File: config.mk
export PLATFORM = sky130hd
export DESIGN_NAME = fmult_pipe
export DESIGN_NICKNAME = d
export VERILOG_FILES = /design/src/rtl/fmult_pipe.sv
export SDC_FILE = /design/constraint.sdc
export NUM_CORES = 2
export LEC_CHECK = 0
export CAP_MARGIN = 20
export CORE_ASPECT_RATIO = 1.2
export CORE_UTILIZATION = 35
export DETAILED_ROUTE_END_ITERATION = 10
export GPL_TIMING_DRIVEN = 1
export PLACE_DENSITY = 0.52
export SLEW_MARGIN = 30
export SYNTH_ARGS = -nofsm -noshare
export SYNTH_HDL_FRONTEND = slang
export SYNTH_SLANG_ARGS = --single-unit
File: constraint.sdc
create_clock -name clk -period 75.9 [get_ports clk]
set_input_delay 15.18 -clock clk [delete_from_list [all_inputs] [get_ports clk]]
set_output_delay 15.18 -clock clk [all_outputs]
set_load 0.05 [all_outputs]
File: src/rtl/fmult_pipe.sv
// fmult_pipe: three-stage IEEE-754-style floating-point multiplier.
// Stage 1 unpacks/classifies, stage 2 multiplies mantissas and adds exponents,
// stage 3 normalises, rounds to nearest-even, handles underflow/overflow and
// packs the result with its exception flags {invalid, overflow, underflow, inexact}.
//
// Handshake: an operand pair transfers on a rising edge where in_valid && in_ready;
// a result transfers where out_valid && out_ready. The whole pipe advances together
// (adv = !out_valid | out_ready, in_ready = adv); while adv is low every stage,
// including result/flags, holds. Empty stages travel as bubbles (valid bit low).
module fmult_pipe #(
    parameter int EXP_W = 8,
    parameter int MAN_W = 23
) (
    input  logic                 clk,
    input  logic                 rst,
    input  logic                 in_valid,
    output logic                 in_ready,
    input  logic [EXP_W+MAN_W:0] op_a,
    input  logic [EXP_W+MAN_W:0] op_b,
    output logic                 out_valid,
    input  logic                 out_ready,
    output logic [EXP_W+MAN_W:0] result,
    output logic [3:0]           flags
);
    localparam int W  = 1 + EXP_W + MAN_W;
    localparam int MW = MAN_W + 1;            // mantissa including hidden bit
    localparam int PW = 2 * MAN_W + 2;        // full product width
    localparam int EW = EXP_W + 2;            // signed exponent width in stage 2
    localparam int SW = (EW > $clog2(PW) + 2) ? EW : $clog2(PW) + 2;
    localparam logic [EXP_W-1:0]     EXP_ONES = '1;
    localparam logic [W-1:0]         QNAN     = {1'b0, EXP_ONES, 1'b1, {(MAN_W-1){1'b0}}};
    localparam logic signed [EW-1:0] BIAS_E   = EW'((2 ** (EXP_W - 1)) - 1);
    localparam logic signed [SW-1:0] ONE_S    = SW'(1);
    localparam logic signed [SW-1:0] RSH_MAX  = SW'(MAN_W + 2);
    localparam logic signed [SW-1:0] EMAX_S   = SW'((2 ** EXP_W) - 1);

    // Leading-zero count over the whole product word
    function automatic logic [SW-1:0] clz(input logic [PW-1:0] v);
        logic [SW-1:0] n;
        logic          done;
        n    = '0;
        done = 1'b0;
        for (int i = PW - 1; i >= 0; i--) begin
            if (!done) begin
                if (v[i]) done = 1'b1;
                else      n = n + 1'b1;
            end
        end
        return n;
    endfunction

    logic adv;
    logic s1_valid_q, s2_valid_q, out_valid_q;
    logic [W-1:0] result_q, result_d;
    logic [3:0]   flags_q, flags_d;

    // Stage 1 signals
    logic [EXP_W-1:0] ea, eb;
    logic [MAN_W-1:0] fa, fb;
    logic             a_zero, b_zero, a_inf, b_inf, a_nan, b_nan;
    logic             s1_sign_d, s1_spec_d, s1_inv_d;
    logic [W-1:0]     s1_spec_res_d;
    logic [MW-1:0]    s1_ma_d, s1_mb_d;
    logic [EXP_W-1:0] s1_ea_d, s1_eb_d;
    logic             s1_sign_q, s1_spec_q, s1_inv_q;
    logic [W-1:0]     s1_spec_res_q;
    logic [MW-1:0]    s1_ma_q, s1_mb_q;
    logic [EXP_W-1:0] s1_ea_q, s1_eb_q;

    // Stage 2 signals
    logic [PW-1:0]        s2_prod_d, s2_prod_q;
    logic signed [EW-1:0] s2_exp_d, s2_exp_q;
    logic                 s2_sign_q, s2_spec_q, s2_inv_q;
    logic [W-1:0]         s2_spec_res_q;

    // Stage 3 signals
    logic signed [SW-1:0] e0, e1, e2, lz, sh_l, sh_r, exp_f;
    logic [PW-1:0]        m0, m1, m2, lost_mask;
    logic                 sticky_sh, g, r, st, rnd_up, tiny, inexact;
    logic [MW-1:0]        mant;
    logic [MW:0]          mant_r;
    logic [MAN_W-1:0]     frac;

    assign adv       = !out_valid_q || out_ready;
    assign in_ready  = adv;
    assign out_valid = out_valid_q;
    assign result    = result_q;
    assign flags     = flags_q;

    assign ea     = op_a[W-2:MAN_W];
    assign eb     = op_b[W-2:MAN_W];
    assign fa     = op_a[MAN_W-1:0];
    assign fb     = op_b[MAN_W-1:0];
    assign a_zero = (ea == '0) && (fa == '0);
    assign b_zero = (eb == '0) && (fb == '0);
    assign a_inf  = (ea == EXP_ONES) && (fa == '0);
    assign b_inf  = (eb == EXP_ONES) && (fb == '0);
    assign a_nan  = (ea == EXP_ONES) && (fa != '0);
    assign b_nan  = (eb == EXP_ONES) && (fb != '0);

    // Subnormals get hidden bit 0 and effective exponent 1
    assign s1_sign_d = op_a[W-1] ^ op_b[W-1];
    assign s1_ma_d   = {ea != '0, fa};
    assign s1_mb_d   = {eb != '0, fb};
    assign s1_ea_d   = (ea == '0) ? EXP_W'(1) : ea;
    assign s1_eb_d   = (eb == '0) ? EXP_W'(1) : eb;

    // Stage 1: pick the special-case result (NaN beats 0*Inf beats Inf beats zero)
    always_comb begin
        s1_spec_d     = 1'b0;
        s1_inv_d      = 1'b0;
        s1_spec_res_d = '0;
        if (a_nan || b_nan) begin
            s1_spec_d     = 1'b1;
            s1_spec_res_d = QNAN;
        end else if ((a_zero && b_inf) || (a_inf && b_zero)) begin
            s1_spec_d     = 1'b1;
            s1_inv_d      = 1'b1;
            s1_spec_res_d = QNAN;
        end else if (a_inf || b_inf) begin
            s1_spec_d     = 1'b1;
            s1_spec_res_d = {s1_sign_d, EXP_ONES, {MAN_W{1'b0}}};
        end else if (a_zero || b_zero) begin
            s1_spec_d     = 1'b1;
            s1_spec_res_d = {s1_sign_d, {(W-1){1'b0}}};
        end
    end

    // Stage 2: exact mantissa product and unbiased-sum exponent with headroom
    assign s2_prod_d = PW'(s1_ma_q) * PW'(s1_mb_q);
    assign s2_exp_d  = $signed(EW'(s1_ea_q)) + $signed(EW'(s1_eb_q)) - BIAS_E;

    // Stage 3: normalise (hidden bit aligned to the product MSB), denormalise, RNE, pack
    always_comb begin
        e0   = s2_prod_q[PW-1] ? SW'(s2_exp_q) + ONE_S : SW'(s2_exp_q);
        m0   = s2_prod_q[PW-1] ? s2_prod_q : (s2_prod_q << 1);
        lz   = clz(m0);
        sh_l = '0;
        if (e0 > ONE_S) sh_l = (lz < e0 - ONE_S) ? lz : e0 - ONE_S;
        m1 = m0 << sh_l;
        e1 = e0 - sh_l;

        sh_r      = '0;
        lost_mask = '0;
        sticky_sh = 1'b0;
        m2        = m1;
        e2        = e1;
        if (e1 < ONE_S) begin
            sh_r      = (ONE_S - e1 > RSH_MAX) ? RSH_MAX : ONE_S - e1;
            lost_mask = ~({PW{1'b1}} << sh_r);
            sticky_sh = |(m1 & lost_mask);
            m2        = m1 >> sh_r;
            e2        = ONE_S;
        end

        mant    = m2[PW-1 -: MW];
        g       = m2[MAN_W];
        r       = m2[MAN_W-1];
        st      = (|m2[MAN_W-2:0]) | sticky_sh;
        rnd_up  = g & (r | st | mant[0]);
        mant_r  = {1'b0, mant} + (MW+1)'(rnd_up);
        tiny    = !m2[PW-1];
        inexact = g | r | st;

        if (mant_r[MW]) begin
            exp_f = e2 + ONE_S;
            frac  = mant_r[MAN_W:1];
        end else if (mant_r[MAN_W]) begin
            exp_f = e2;
            frac  = mant_r[MAN_W-1:0];
        end else begin
            exp_f = '0;
            frac  = mant_r[MAN_W-1:0];
        end

        if (s2_spec_q) begin
            result_d = s2_spec_res_q;
            flags_d  = {s2_inv_q, 3'b000};
        end else if (exp_f >= EMAX_S) begin
            result_d = {s2_sign_q, EXP_ONES, {MAN_W{1'b0}}};
            flags_d  = 4'b0101;
        end else begin
            result_d = {s2_sign_q, exp_f[EXP_W-1:0], frac};
            flags_d  = {2'b00, tiny & inexact, inexact};
        end
    end

    // Stage valid bits and output register; reset drops everything in flight
    always_ff @(posedge clk) begin
        if (rst) begin
            s1_valid_q  <= 1'b0;
            s2_valid_q  <= 1'b0;
            out_valid_q <= 1'b0;
            result_q    <= '0;
            flags_q     <= '0;
        end else if (adv) begin
            s1_valid_q  <= in_valid;
            s2_valid_q  <= s1_valid_q;
            out_valid_q <= s2_valid_q;
            if (s2_valid_q) begin
                result_q <= result_d;
                flags_q  <= flags_d;
            end
        end
    end

    // Datapath registers load only when their stage receives a valid entry
    always_ff @(posedge clk) begin
        if (adv) begin
            if (in_valid) begin
                s1_sign_q     <= s1_sign_d;
                s1_spec_q     <= s1_spec_d;
                s1_inv_q      <= s1_inv_d;
                s1_spec_res_q <= s1_spec_res_d;
                s1_ma_q       <= s1_ma_d;
                s1_mb_q       <= s1_mb_d;
                s1_ea_q       <= s1_ea_d;
                s1_eb_q       <= s1_eb_d;
            end
            if (s1_valid_q) begin
                s2_sign_q     <= s1_sign_q;
                s2_spec_q     <= s1_spec_q;
                s2_inv_q      <= s1_inv_q;
                s2_spec_res_q <= s1_spec_res_q;
                s2_prod_q     <= s2_prod_d;
                s2_exp_q      <= s2_exp_d;
            end
        end
    end
endmodule
==> metrics <==
design area=46600 um^2; CTS tree=built; Post-synth EDFFs=134; RD Place Congestion=0.967; Hold Path Depth=0; DP Wirelength=122 mm; hold buffer count at CTS=0; setup TNS=0 ps; share of cells above drive strength 1=6.28%; Final min period=42890 ps; number of unique standard cell types used by synthesis=140; Initial DRT Pass Iterations=6; clk slew on worst S/H paths=80 ps; end of the worst hold path=s2_sign_q; Cells after Synth=5263; RSZ-0062 raised after global routing=no; core area=122000 um^2; worst min-delay path class=reg -> reg; cts bufs inserted=17; row count=140; status=finished, final reports clean; non-filler cells in the finished layout=6868; Slew @ Worst Pin=1050 ps; Worst Path Class, Setup=reg -> reg; initial DRC count=2790; area of the die=125000 um^2; Post-DRT Antenna Nets=0; total clock sinks=173; post-synthesis sequential area ratio=11.1%; crit start category=flop; Post-Syn Nets=6073; WL met1=64.5 mm; Seq. cell area=4800 um^2; area grow syn2layout=8.04%; Critical Path Fanout Max=53; # DRC=0; Port Buffers=105; Setup Skew=15.0 ps; highest metal used=met5; synth warn=0; Synth area leaders=fa_1 22%, edfxtp_1 9.3%, ha_1 7.5%, nand2_1 6.8%, inv_1 5.3%; met2 WL post-DR=76.5 mm; number of fill cells=12700; Tcrit/Tclk final=56.5%; initial antenna violation count=4; Overall Global Routing Usage=24.5%; worst hold start=s1_sign_q; Worst setup EP type=flop; placed cells=6834; Synth Register Bits=173; Syn Area/Cell=8.19 um^2; cell taking the most area after synthesis=fa_1; Max clock buf depth=2; final hold vios=0; slowest cell delay on critical path=750 ps; share of Yosys cell area claimed by the top area cell type=22.5%; first-pass GRT wire length=237 mm; crit path max-delay cell type=o22ai_1; Reg2Reg Depth=198; Post-Syn Area=43100 um^2; Post-Place Cell Area=45900 um^2; most frequent CP cell=ha_1; Primary FF master, synth=edfxtp_1; end of the worst register-to-register path=result[5]; PostCTS Resize Cnt=0; vias in the first global route=39300; count of nets after finishing=6032; Worst EP arrival=43260 ps; Skew-Pair Late Insertion Delay=470 ps; most frequent cell after synthesis=nand2_1; DR vias/cell=5.61; die width=322 um; Clock Root Buffer=clkbuf_16; WP data required=76270 ps; routed vias=38500; io pins=106; Setup Fix Bufs, Post-CTS=0; grt ovf=0; Die Y=386 um; max-slew violations=0; Worst R2R Setup Slack=33010 ps; RR Startpoint=s2_prod_q[46]; Worst Setup SP=s2_prod_q[46]; slew margin rel.=29.2%; wire per inst=22.3 um; initial core utilization=35.4%; Met3 Routed Length=6.98 mm; Setup-failing EPs final=0; multi-input combinational cell area=34900 um^2; FMAX=23.3 MHz; ant diodes=0; DRT Wirelength=153 mm; Synth async-reset ratio=0%; maximum capacitance violations=0; H-tree depth=4; Post-synth top cells=784 x nand2_1, 604 x inv_1, 484 x fa_1, 346 x nor2_1, 258 x ha_1; largest net degree at the start of global routing=81
==> worst max-delay path, delay by kind of cell (launching register included) <==
| family | cells | cell delay [ps] |
|---|---|---|
| DFF | 1 | 460 |
| muxes | 21 | 3730 |
| and+or+nand+nor | 63 | 9760 |
| xor gates and xnor gates | 5 | 1470 |
| AOI/OAI and AO/OA | 50 | 10390 |
| buffers and inverters | 14 | 2910 |
| adders and majority gates | 45 | 14010 |
==> flip-flops by register name, indices dropped and copies added, names as in the netlist <==
name / cells
s2_valid_q: 1
s2_sign_q: 1
s1_sign_q: 1
s1_mb_q: 24
s2_inv_q: 1
s2_exp_q: 10
s1_valid_q: 1
flags: 4
s2_spec_res_q: 3
s1_ea_q: 8
result: 32
s1_eb_q: 8
s1_spec_q: 1
s1_spec_res_q: 3
s1_ma_q: 24
s2_spec_q: 1
out_valid: 1
s1_inv_q: 1
s2_prod_q: 48
==> how the worst max path moves through the flow <==
| stage | to | depth (start not counted) | slack, ps |
|---|---|---|---|
| floorplan | result[11] | 206 | 37460 |
| global placement | result[1] | 198 | 34550 |
| detailed placement | result[5] | 198 | 33590 |
| CTS | result[5] | 198 | 33430 |
| global route | result[5] | 199 | 29900 |
| finish | result[5] | 198 | 33010 |
==> cell type report <==
| cell class | instances | share of cell area, % |
|---|---|---|
| multi-input cells | 4204 | 75.0 |
| repair buffers | 214 | 4.05 |
| inverters | 612 | 4.93 |
| clock buffers | 19 | 0.997 |
| clock inverters | 13 | 0.347 |
| well taps | 1633 | 4.39 |
| flip-flops and latches | 173 | 10.3 |
==> cells by family after synthesis <==
logic type	Yosys count	share of synthesized area, %
buffers and inverters	886	8.01
xor gates and xnor gates	279	7.25
adders and majority gates	748	30.1
and+or+nand+nor	2025	23.0
AOI/OAI and AO/OA	941	15.2
DFF	173	11.1
muxes	211	5.38
==> per-stage QoR <==
step,util (%),setup slack (ps),hold slack (ps)
global placement,37.7,34550,402
global route,38.3,29900,440
floorplan,-,37460,400
CTS,38.2,33430,426
detailed placement,37.7,33590,406
finish,38.3,33010,424
==> per-layer routing <==
metal | track usage [%] | vias to the layer above
li1 | - | 17800
met4 | 7.94 | 2
met5 | 0 | -
met2 | 43.2 | 1176
met3 | 2.35 | 274
met1 | 31.1 | 19200
==> placed cells by master, fill, tap and decap left out, types with 20 or more instances in the layout <==
cell	synthesis	layout
nand2_1	784	784
inv_1	604	604
fa_1	484	484
nor2_1	346	340
ha_1	258	258
and2_1	256	254
a21oi_1	234	233
xnor2_1	158	157
mux2i_1	152	152
o21ai_0	149	148
edfxtp_1	134	134
nand3_1	122	122
nor3_1	115	114
buf_4	5	106
clkdlybuf4s50_1	0	105
xor2_1	70	70
nand2b_1	54	53
nor4_1	49	48
o21bai_1	47	47
nand4_1	46	46
and3_1	42	42
mux2_2	42	42
a211oi_1	40	40
a31oi_1	40	40
or3_1	39	39
dfxtp_1	39	39
o211ai_1	35	35
a21o_1	34	34
nor2b_1	29	29
o22ai_1	27	27
o21a_1	25	25
xnor3_1	25	25
o2111ai_1	23	23
o21ai_1	21	22
a22o_1	20	20
Power is left out: the tool's default activity adds up to more than one toggle a clock period on the data nets, which glitch-free logic cannot reach.
